===== src/rtl/convolution_seq_if.sv =====
// Bus bundle for the convolution issue sequencer: control inputs, memory/accumulator strobes, status.
// All strobes (rd_x, acc_en, wr_z, done) are valid-only: there is no ready, and the receiver must act on every cycle the strobe is high.
interface convolution_seq_if #(
    parameter int ADDRW = 5
);
    logic             start;
    logic             abort;
    logic [ADDRW:0]   size_x;
    logic [ADDRW:0]   size_y;
    logic [ADDRW-1:0] addr_x;
    logic [ADDRW-1:0] addr_y;
    logic             rd_x;
    logic             acc_en;
    logic             acc_first;
    logic             wr_z;
    logic [ADDRW:0]   addr_z;
    logic             busy;
    logic             done;
    // FSM state for observation: 0 IDLE, 1 RUN, 2 DRAIN, 3 DONE
    logic [1:0]       state_dbg;

    modport master (
        output start, abort, size_x, size_y,
        input  addr_x, addr_y, rd_x, acc_en, acc_first, wr_z, addr_z, busy, done, state_dbg
    );

    modport slave (
        input  start, abort, size_x, size_y,
        output addr_x, addr_y, rd_x, acc_en, acc_first, wr_z, addr_z, busy, done, state_dbg
    );
endinterface


===== src/rtl/convolution_seq.sv =====
// Issue-side sequencer for Z[n] = sum_k X[k]*Y[n-k]: walks every (n,k) term at one per cycle,
// drives X/Y read addresses, the accumulator enable/clear and the Z write strobe.
module convolution_seq #(
    parameter int ADDRW  = 5,
    parameter int RD_LAT = 1
) (
    input logic              clk,
    input logic              rstn,
    convolution_seq_if.slave bus
);
    localparam int EW = ADDRW + 2;
    localparam logic [EW-1:0] ONE = EW'(1);
    localparam logic [EW-1:0] TWO = EW'(2);

    typedef enum logic [1:0] {
        S_IDLE  = 2'd0,
        S_RUN   = 2'd1,
        S_DRAIN = 2'd2,
        S_DONE  = 2'd3
    } state_t;

    state_t state_q, state_d;

    logic [ADDRW:0] sx_q, sy_q;
    logic [EW-1:0]  n_q, k_q;
    logic           first_q;

    // Issue tags travel RD_LAT stages so acc_en lines up with read data
    logic [RD_LAT-1:0] p_v, p_first, p_last, p_final;
    logic [ADDRW:0]    p_n [RD_LAT];

    logic           wr_q, wr_final_q;
    logic [ADDRW:0] addr_z_q;

    logic [EW-1:0] sx_e, sy_e, last_n, kmax, n_inc, kmin_next;
    logic          k_is_max, final_term, issue, start_ok, zero_size, kill;

    always_comb begin
        sx_e       = EW'(sx_q);
        sy_e       = EW'(sy_q);
        last_n     = sx_e + sy_e - TWO;
        kmax       = (n_q < sx_e - ONE) ? n_q : sx_e - ONE;
        k_is_max   = (k_q == kmax);
        final_term = k_is_max && (n_q == last_n);
        n_inc      = n_q + ONE;
        // lowest k of the next output: max(0, n+1-size_y+1)
        kmin_next  = (n_inc >= sy_e) ? n_inc - sy_e + ONE : '0;
        issue      = (state_q == S_RUN);
        start_ok   = bus.start && !bus.abort;
        zero_size  = (bus.size_x == '0) || (bus.size_y == '0);
        kill       = bus.abort && (state_q != S_IDLE);
    end

    always_ff @(posedge clk or negedge rstn) begin
        if (!rstn) begin
            state_q <= S_IDLE;
        end else begin
            state_q <= state_d;
        end
    end

    always_comb begin
        state_d = state_q;
        case (state_q)
            S_IDLE: begin
                if (start_ok) begin
                    state_d = zero_size ? S_DONE : S_RUN;
                end
            end
            S_RUN: begin
                if (bus.abort) begin
                    state_d = S_IDLE;
                end else if (final_term) begin
                    state_d = S_DRAIN;
                end
            end
            S_DRAIN: begin
                if (bus.abort) begin
                    state_d = S_IDLE;
                end else if (wr_q && wr_final_q) begin
                    state_d = S_DONE;
                end
            end
            S_DONE: begin
                state_d = S_IDLE;
            end
            default: begin
                state_d = S_IDLE;
            end
        endcase
    end

    // Term walker; counters freeze on the final term so addresses hold afterwards
    always_ff @(posedge clk or negedge rstn) begin
        if (!rstn) begin
            sx_q    <= '0;
            sy_q    <= '0;
            n_q     <= '0;
            k_q     <= '0;
            first_q <= 1'b0;
        end else if (state_q == S_IDLE) begin
            if (start_ok && !zero_size) begin
                sx_q    <= bus.size_x;
                sy_q    <= bus.size_y;
                n_q     <= '0;
                k_q     <= '0;
                first_q <= 1'b1;
            end
        end else if (issue && !bus.abort && !final_term) begin
            if (k_is_max) begin
                n_q     <= n_inc;
                k_q     <= kmin_next;
                first_q <= 1'b1;
            end else begin
                k_q     <= k_q + ONE;
                first_q <= 1'b0;
            end
        end
    end

    always_ff @(posedge clk or negedge rstn) begin
        if (!rstn) begin
            p_v        <= '0;
            p_first    <= '0;
            p_last     <= '0;
            p_final    <= '0;
            for (int i = 0; i < RD_LAT; i++) begin
                p_n[i] <= '0;
            end
            wr_q       <= 1'b0;
            wr_final_q <= 1'b0;
            addr_z_q   <= '0;
        end else if (kill) begin
            p_v        <= '0;
            wr_q       <= 1'b0;
            wr_final_q <= 1'b0;
        end else begin
            p_v[0]     <= issue;
            p_first[0] <= first_q;
            p_last[0]  <= k_is_max;
            p_final[0] <= final_term;
            p_n[0]     <= n_q[ADDRW:0];
            for (int i = 1; i < RD_LAT; i++) begin
                p_v[i]     <= p_v[i-1];
                p_first[i] <= p_first[i-1];
                p_last[i]  <= p_last[i-1];
                p_final[i] <= p_final[i-1];
                p_n[i]     <= p_n[i-1];
            end
            // Z[n] is final the cycle after its highest-k term accumulates
            wr_q       <= p_v[RD_LAT-1] && p_last[RD_LAT-1];
            wr_final_q <= p_v[RD_LAT-1] && p_final[RD_LAT-1];
            if (p_v[RD_LAT-1] && p_last[RD_LAT-1]) begin
                addr_z_q <= p_n[RD_LAT-1];
            end
        end
    end

    assign bus.rd_x      = issue;
    assign bus.addr_x    = k_q[ADDRW-1:0];
    assign bus.addr_y    = ADDRW'(n_q - k_q);
    assign bus.acc_en    = p_v[RD_LAT-1];
    assign bus.acc_first = p_v[RD_LAT-1] && p_first[RD_LAT-1];
    assign bus.wr_z      = wr_q;
    assign bus.addr_z    = addr_z_q;
    assign bus.busy      = (state_q != S_IDLE);
    assign bus.done      = (state_q == S_DONE);
    assign bus.state_dbg = state_q;
endmodule


===== src/flat_wrapper.sv =====
// flat-port wrapper written by rule: the top's interface ports become plain ports
module convolution_seq_flat 
#(
    parameter int ADDRW  = 5,
    parameter int RD_LAT = 1
)
  (clk, rstn, bus_start, bus_abort, bus_size_x, bus_size_y, bus_addr_x, bus_addr_y, bus_rd_x, bus_acc_en, bus_acc_first, bus_wr_z, bus_addr_z, bus_busy, bus_done, bus_state_dbg);
  convolution_seq_if #(.ADDRW(ADDRW)) bus_i ();
  input logic clk;
  input logic rstn;
  input wire logic [$bits(bus_i.start)-1:0] bus_start;
  input wire logic [$bits(bus_i.abort)-1:0] bus_abort;
  input wire logic [$bits(bus_i.size_x)-1:0] bus_size_x;
  input wire logic [$bits(bus_i.size_y)-1:0] bus_size_y;
  output wire logic [$bits(bus_i.addr_x)-1:0] bus_addr_x;
  output wire logic [$bits(bus_i.addr_y)-1:0] bus_addr_y;
  output wire logic [$bits(bus_i.rd_x)-1:0] bus_rd_x;
  output wire logic [$bits(bus_i.acc_en)-1:0] bus_acc_en;
  output wire logic [$bits(bus_i.acc_first)-1:0] bus_acc_first;
  output wire logic [$bits(bus_i.wr_z)-1:0] bus_wr_z;
  output wire logic [$bits(bus_i.addr_z)-1:0] bus_addr_z;
  output wire logic [$bits(bus_i.busy)-1:0] bus_busy;
  output wire logic [$bits(bus_i.done)-1:0] bus_done;
  output wire logic [$bits(bus_i.state_dbg)-1:0] bus_state_dbg;
  assign bus_i.start = bus_start;
  assign bus_i.abort = bus_abort;
  assign bus_i.size_x = bus_size_x;
  assign bus_i.size_y = bus_size_y;
  assign bus_addr_x = bus_i.addr_x;
  assign bus_addr_y = bus_i.addr_y;
  assign bus_rd_x = bus_i.rd_x;
  assign bus_acc_en = bus_i.acc_en;
  assign bus_acc_first = bus_i.acc_first;
  assign bus_wr_z = bus_i.wr_z;
  assign bus_addr_z = bus_i.addr_z;
  assign bus_busy = bus_i.busy;
  assign bus_done = bus_i.done;
  assign bus_state_dbg = bus_i.state_dbg;
  convolution_seq #(.ADDRW(ADDRW), .RD_LAT(RD_LAT)) u_core (.clk(clk), .rstn(rstn), .bus(bus_i));
endmodule

===== config.mk =====
export PLATFORM = sky130hd
export DESIGN_NAME = convolution_seq_flat
export DESIGN_NICKNAME = d
export VERILOG_FILES = /design/src/rtl/convolution_seq_if.sv /design/src/rtl/convolution_seq.sv /design/src/flat_wrapper.sv
export SDC_FILE = /design/constraint.sdc
export NUM_CORES = 1
export LEC_CHECK = 0
export ABC_AREA = 1
export BUFFER_PORTS_ARGS = -buffer_cell sky130_fd_sc_hd__buf_4
export CAP_MARGIN = 10
export CORE_MARGIN = 2
export CORE_UTILIZATION = 60
export DETAILED_ROUTE_END_ITERATION = 12
export HOLD_SLACK_MARGIN = 0.05
export PLACE_DENSITY_LB_ADDON = 0.1
export SYNTH_ARGS = -nofsm -noshare
export SYNTH_HDL_FRONTEND = slang
export SYNTH_SLANG_ARGS = --single-unit

===== constraint.sdc =====
create_clock -name clk -period 5.5 [get_ports clk]
set_input_delay 0 -clock clk [delete_from_list [all_inputs] [get_ports clk]]
set_output_delay 0 -clock clk [all_outputs]
set_load 0.01 [all_outputs]

==> metrics.md <==
| Metric | Value |
|---|---|
| Root buf cell | clkbuf_8 |
| Largest net degree at the start of global routing | between 40 and 50 |
| Htree depth | 2 |
| Worst EP arrival | between 3000 and 4000 ps |
| RSZ-0062 raised after global routing | false |
| Worst Max-Slew Pin Slew | ~1100 ps |
| Fin nets | 613 |
| Clk slew on worst S/H paths | 90 ps |
| Dpl hpwl | 6.85 mm |
| Worst path cell trace | inv_1, ha_1, nand3_1, xor2_1, ha_1, nand2_1, nand2_1, a21oi_4, nand2_2, nand2_1, nand3_1, nand2_1, inv_1, nand2_1, nor2_2, nand2_1, nand2_1, nand2_2, o21ai_0 |
| Synthesis-stage register bit count | 47 |
| Buffers & Inverters on Critical Path | 2 |
| Post-Syn Instances | 511 |
| Critical path peak fanout | 11 |
| Number of hold buffers added after CTS | 14 |
| Initial antenna violation count | 0 |
| N_diodes | 0 |
| Post-Layout Inst Area | 4260 um2 |
| Outcome | complete, no violations |
| Worst hold slack | ~230 ps |
| Die width | a little over 80 um |
| Post-layout min period | 3620 ps |
| Total number of vias | 3436 |
| Worst min-delay path class | in2async |
| Final hold vios | 0 |
| Register area share after synthesis | 31.5% |
| CP most frequent cell | nand2_1 |
| Core Region | 5960 um2 |
| # fillers | 511 |
| Cell Pwr Density | 646 nW/um2 |
| Clock skew | ~7.0 ps |
| Clock Sinks | 47 |
| Fmax achieved | roughly 280 MHz |
| Crit path launch type | flip-flop |
| IO Pins | 40 |
| Vias in the first global route | 3436 |
| Avg Cell Area, Syn | 7.30 um2 |
| First-pass GRT wire length | approximately 16 mm |
| Period utilization | between 60% and 70% |
| Avg WL per Cell | approximately 14 um |
| PortBufs | 39 |
| GP Congestion | between 0.9 and 1 |
| DRC Markers | 0 |
| Fin cells | roughly 630 |
| Most frequent cells in the layout | nand2_1, inv_1, dfrtp_1 |
| Pins Over Slew Limit | 0 |
| Fraction of layout cells with a size suffix above 1 | 11.2% |
| Die H | ~83 um |
| Initial Util | between 60% and 70% |
| All-Layer GR Usage | between 20% and 30% |
| Pleak | 2.39 nW |
| Largest stage delay on the critical path | 390 ps |
| Gr ovfl total | 0 |
| Post-CTS setup buffer count | 0 |
| Clock buffer count from CTS | 5 |
| Num rows | 28 |
| Final setup violation count | 0 |
| Endpoint class of the critical path | flip-flop |
| First-pass detailed-route iteration total | 5 |
| Layout overhead on the synthesized area | 14.2% |
| Most common cell after layout, fill and taps aside | nand2_1 |
| CP Launch Point | u_core.sx_q[0] |
| Synth cell types | 32 |
| Post-Syn Nets | 569 |
| Warnings from Yosys | 0 |
| Resized cells post-CTS | 0 |
| # Max-Cap Violations | 0 |
| Crit path required time | 5690 ps |
| Maximum VDD drop | 0.399 mV |
| Util after Layout | a little under three quarters |
| Maximum clock path buffer count | 2 |
| Setup TNS | 0 ps |
| Placed cell areas | 4020 um2 |
| Initial DRC count | ~230 |
| Crit path max-delay family | simple AND/OR/NAND/NOR gates |
| DR vias/cell | 5.45 |
| Cell area after synthesis | between 3000 and 4000 um2 |
| Max-slew headroom at the worst pin | 28.2% |
| TritonCTS clock tree | built |
| Crit Path Category | reg2reg |
| Clk_lat worst skew | 310 ps |
| Slowest CP cell | dfrtp_1 |
| Placed insts | 609 |
| ANT nets after route | 0 |
| Die footprint | 6860 um2 |
| Routed wire length | 8.84 mm |
| Worst R2R Start | u_core.sx_q[0] |
power by group:
| part | switching (mW) | leakage, nW | internal (mW) | total [mW] |
|---|---|---|---|---|
| clock | 0.127 | 0.0505 | 0.115 | 0.241 |
| combinational | 1.14 | 1.73 | 0.769 | 1.91 |
| sequential | 0.134 | 0.612 | 0.464 | 0.598 |
final cells by class:
cell class              count  area (um2)  area share (%)
multi-input cells         369        2160            50.6
flip-flops and latches     47        1180            27.6
repair buffers             53         433            10.2
inverters                  79         297            6.96
clock buffers               7        96.3            2.26
well taps                  75        93.8            2.20
clock inverters             1        7.51           0.176
flip-flops by register name, indices dropped and copies added (netlist names):
signal,cells
u_core.bus.acc_en,1
u_core.bus.addr_z,6
u_core.bus.state_dbg,2
u_core.bus.wr_z,1
u_core.first_q,1
u_core.k_q,7
u_core.n_q,7
u_core.p_final,1
u_core.p_first,1
u_core.p_last,1
u_core.p_n,6
u_core.sx_q,6
u_core.sy_q,6
u_core.wr_final_q,1
final timing paths:
| check | endpoint | slack, ps | depth (start not counted) |
|---|---|---|---|
| max in group asynchronous | u_core.sx_q[4] | 4860 | 2 |
| setup reg to reg | u_core.first_q | 1880 | 19 |
| hold reg to reg | u_core.bus.addr_z[1] | 480 | 2 |
| setup / recovery | u_core.first_q | 1880 | 19 |
| min in group clk | u_core.bus.state_dbg[1] | 240 | 6 |
| hold / removal | u_core.bus.addr_z[3] | 230 | 2 |
metrics by stage:
step / power (mW) / setup WS (ps)
2_1_floorplan: 2.05 / 2660
3_3_place_gp: 2.43 / 2080
3_5_place_dp: 2.50 / 1960
4_1_cts: 2.76 / 1940
5_1_grt: 3.09 / 1480
6_report: 2.75 / 1880
worst register-to-register path, delay by kind of cell, from the launching register on:
family	cells	cell delay, ps
adders and majority gates	2	550
and+or+nand+nor	12	1700
xor gates and xnor gates	1	260
buffers and inverters	2	230
DFF	1	390
AOI/OAI and AO/OA	2	360
cell families (layout without fill, tap and decap cells):
logic type,after synthesis,count (layout),synth area share [%]
AO/OA/AOI/OAI,46,46,6.91
XOR/XNOR,27,27,6.34
adder cells (fa/ha/maj),42,42,14.9
buffers and inverters,95,140,10.7
flip-flops,47,47,31.5
AND/OR/NAND/NOR,254,254,29.7
cells in the mapped netlist (all sizes together):
library cell,number,share of area (%)
a21oi,17,2.6
a311oi,1,0.23
a31oi,2,0.34
buf,9,2.0
clkbuf,7,0.70
dfrtp,47,32
fa,4,2.1
ha,38,13
inv,79,7.9
nand2,152,16
nand3,47,6.4
nand3b,5,1.0
nand4,2,0.34
nor2,40,4.6
nor3,6,0.80
nor4,1,0.17
o211ai,1,0.20
o21a,2,0.40
o21ai,22,3.0
o21bai,1,0.20
or2,1,0.17
xnor2,13,3.1
xor2,14,3.3
routing by layer:
layer | global-route usage (%) | part of all wire, %
met1 | 34.7 | 42
met2 | 47.4 | 49
met3 | 4.67 | 5.7
met4 | 11.9 | 3.3
met5 | 0 | 0
Power figures use the tool's default switching activity.
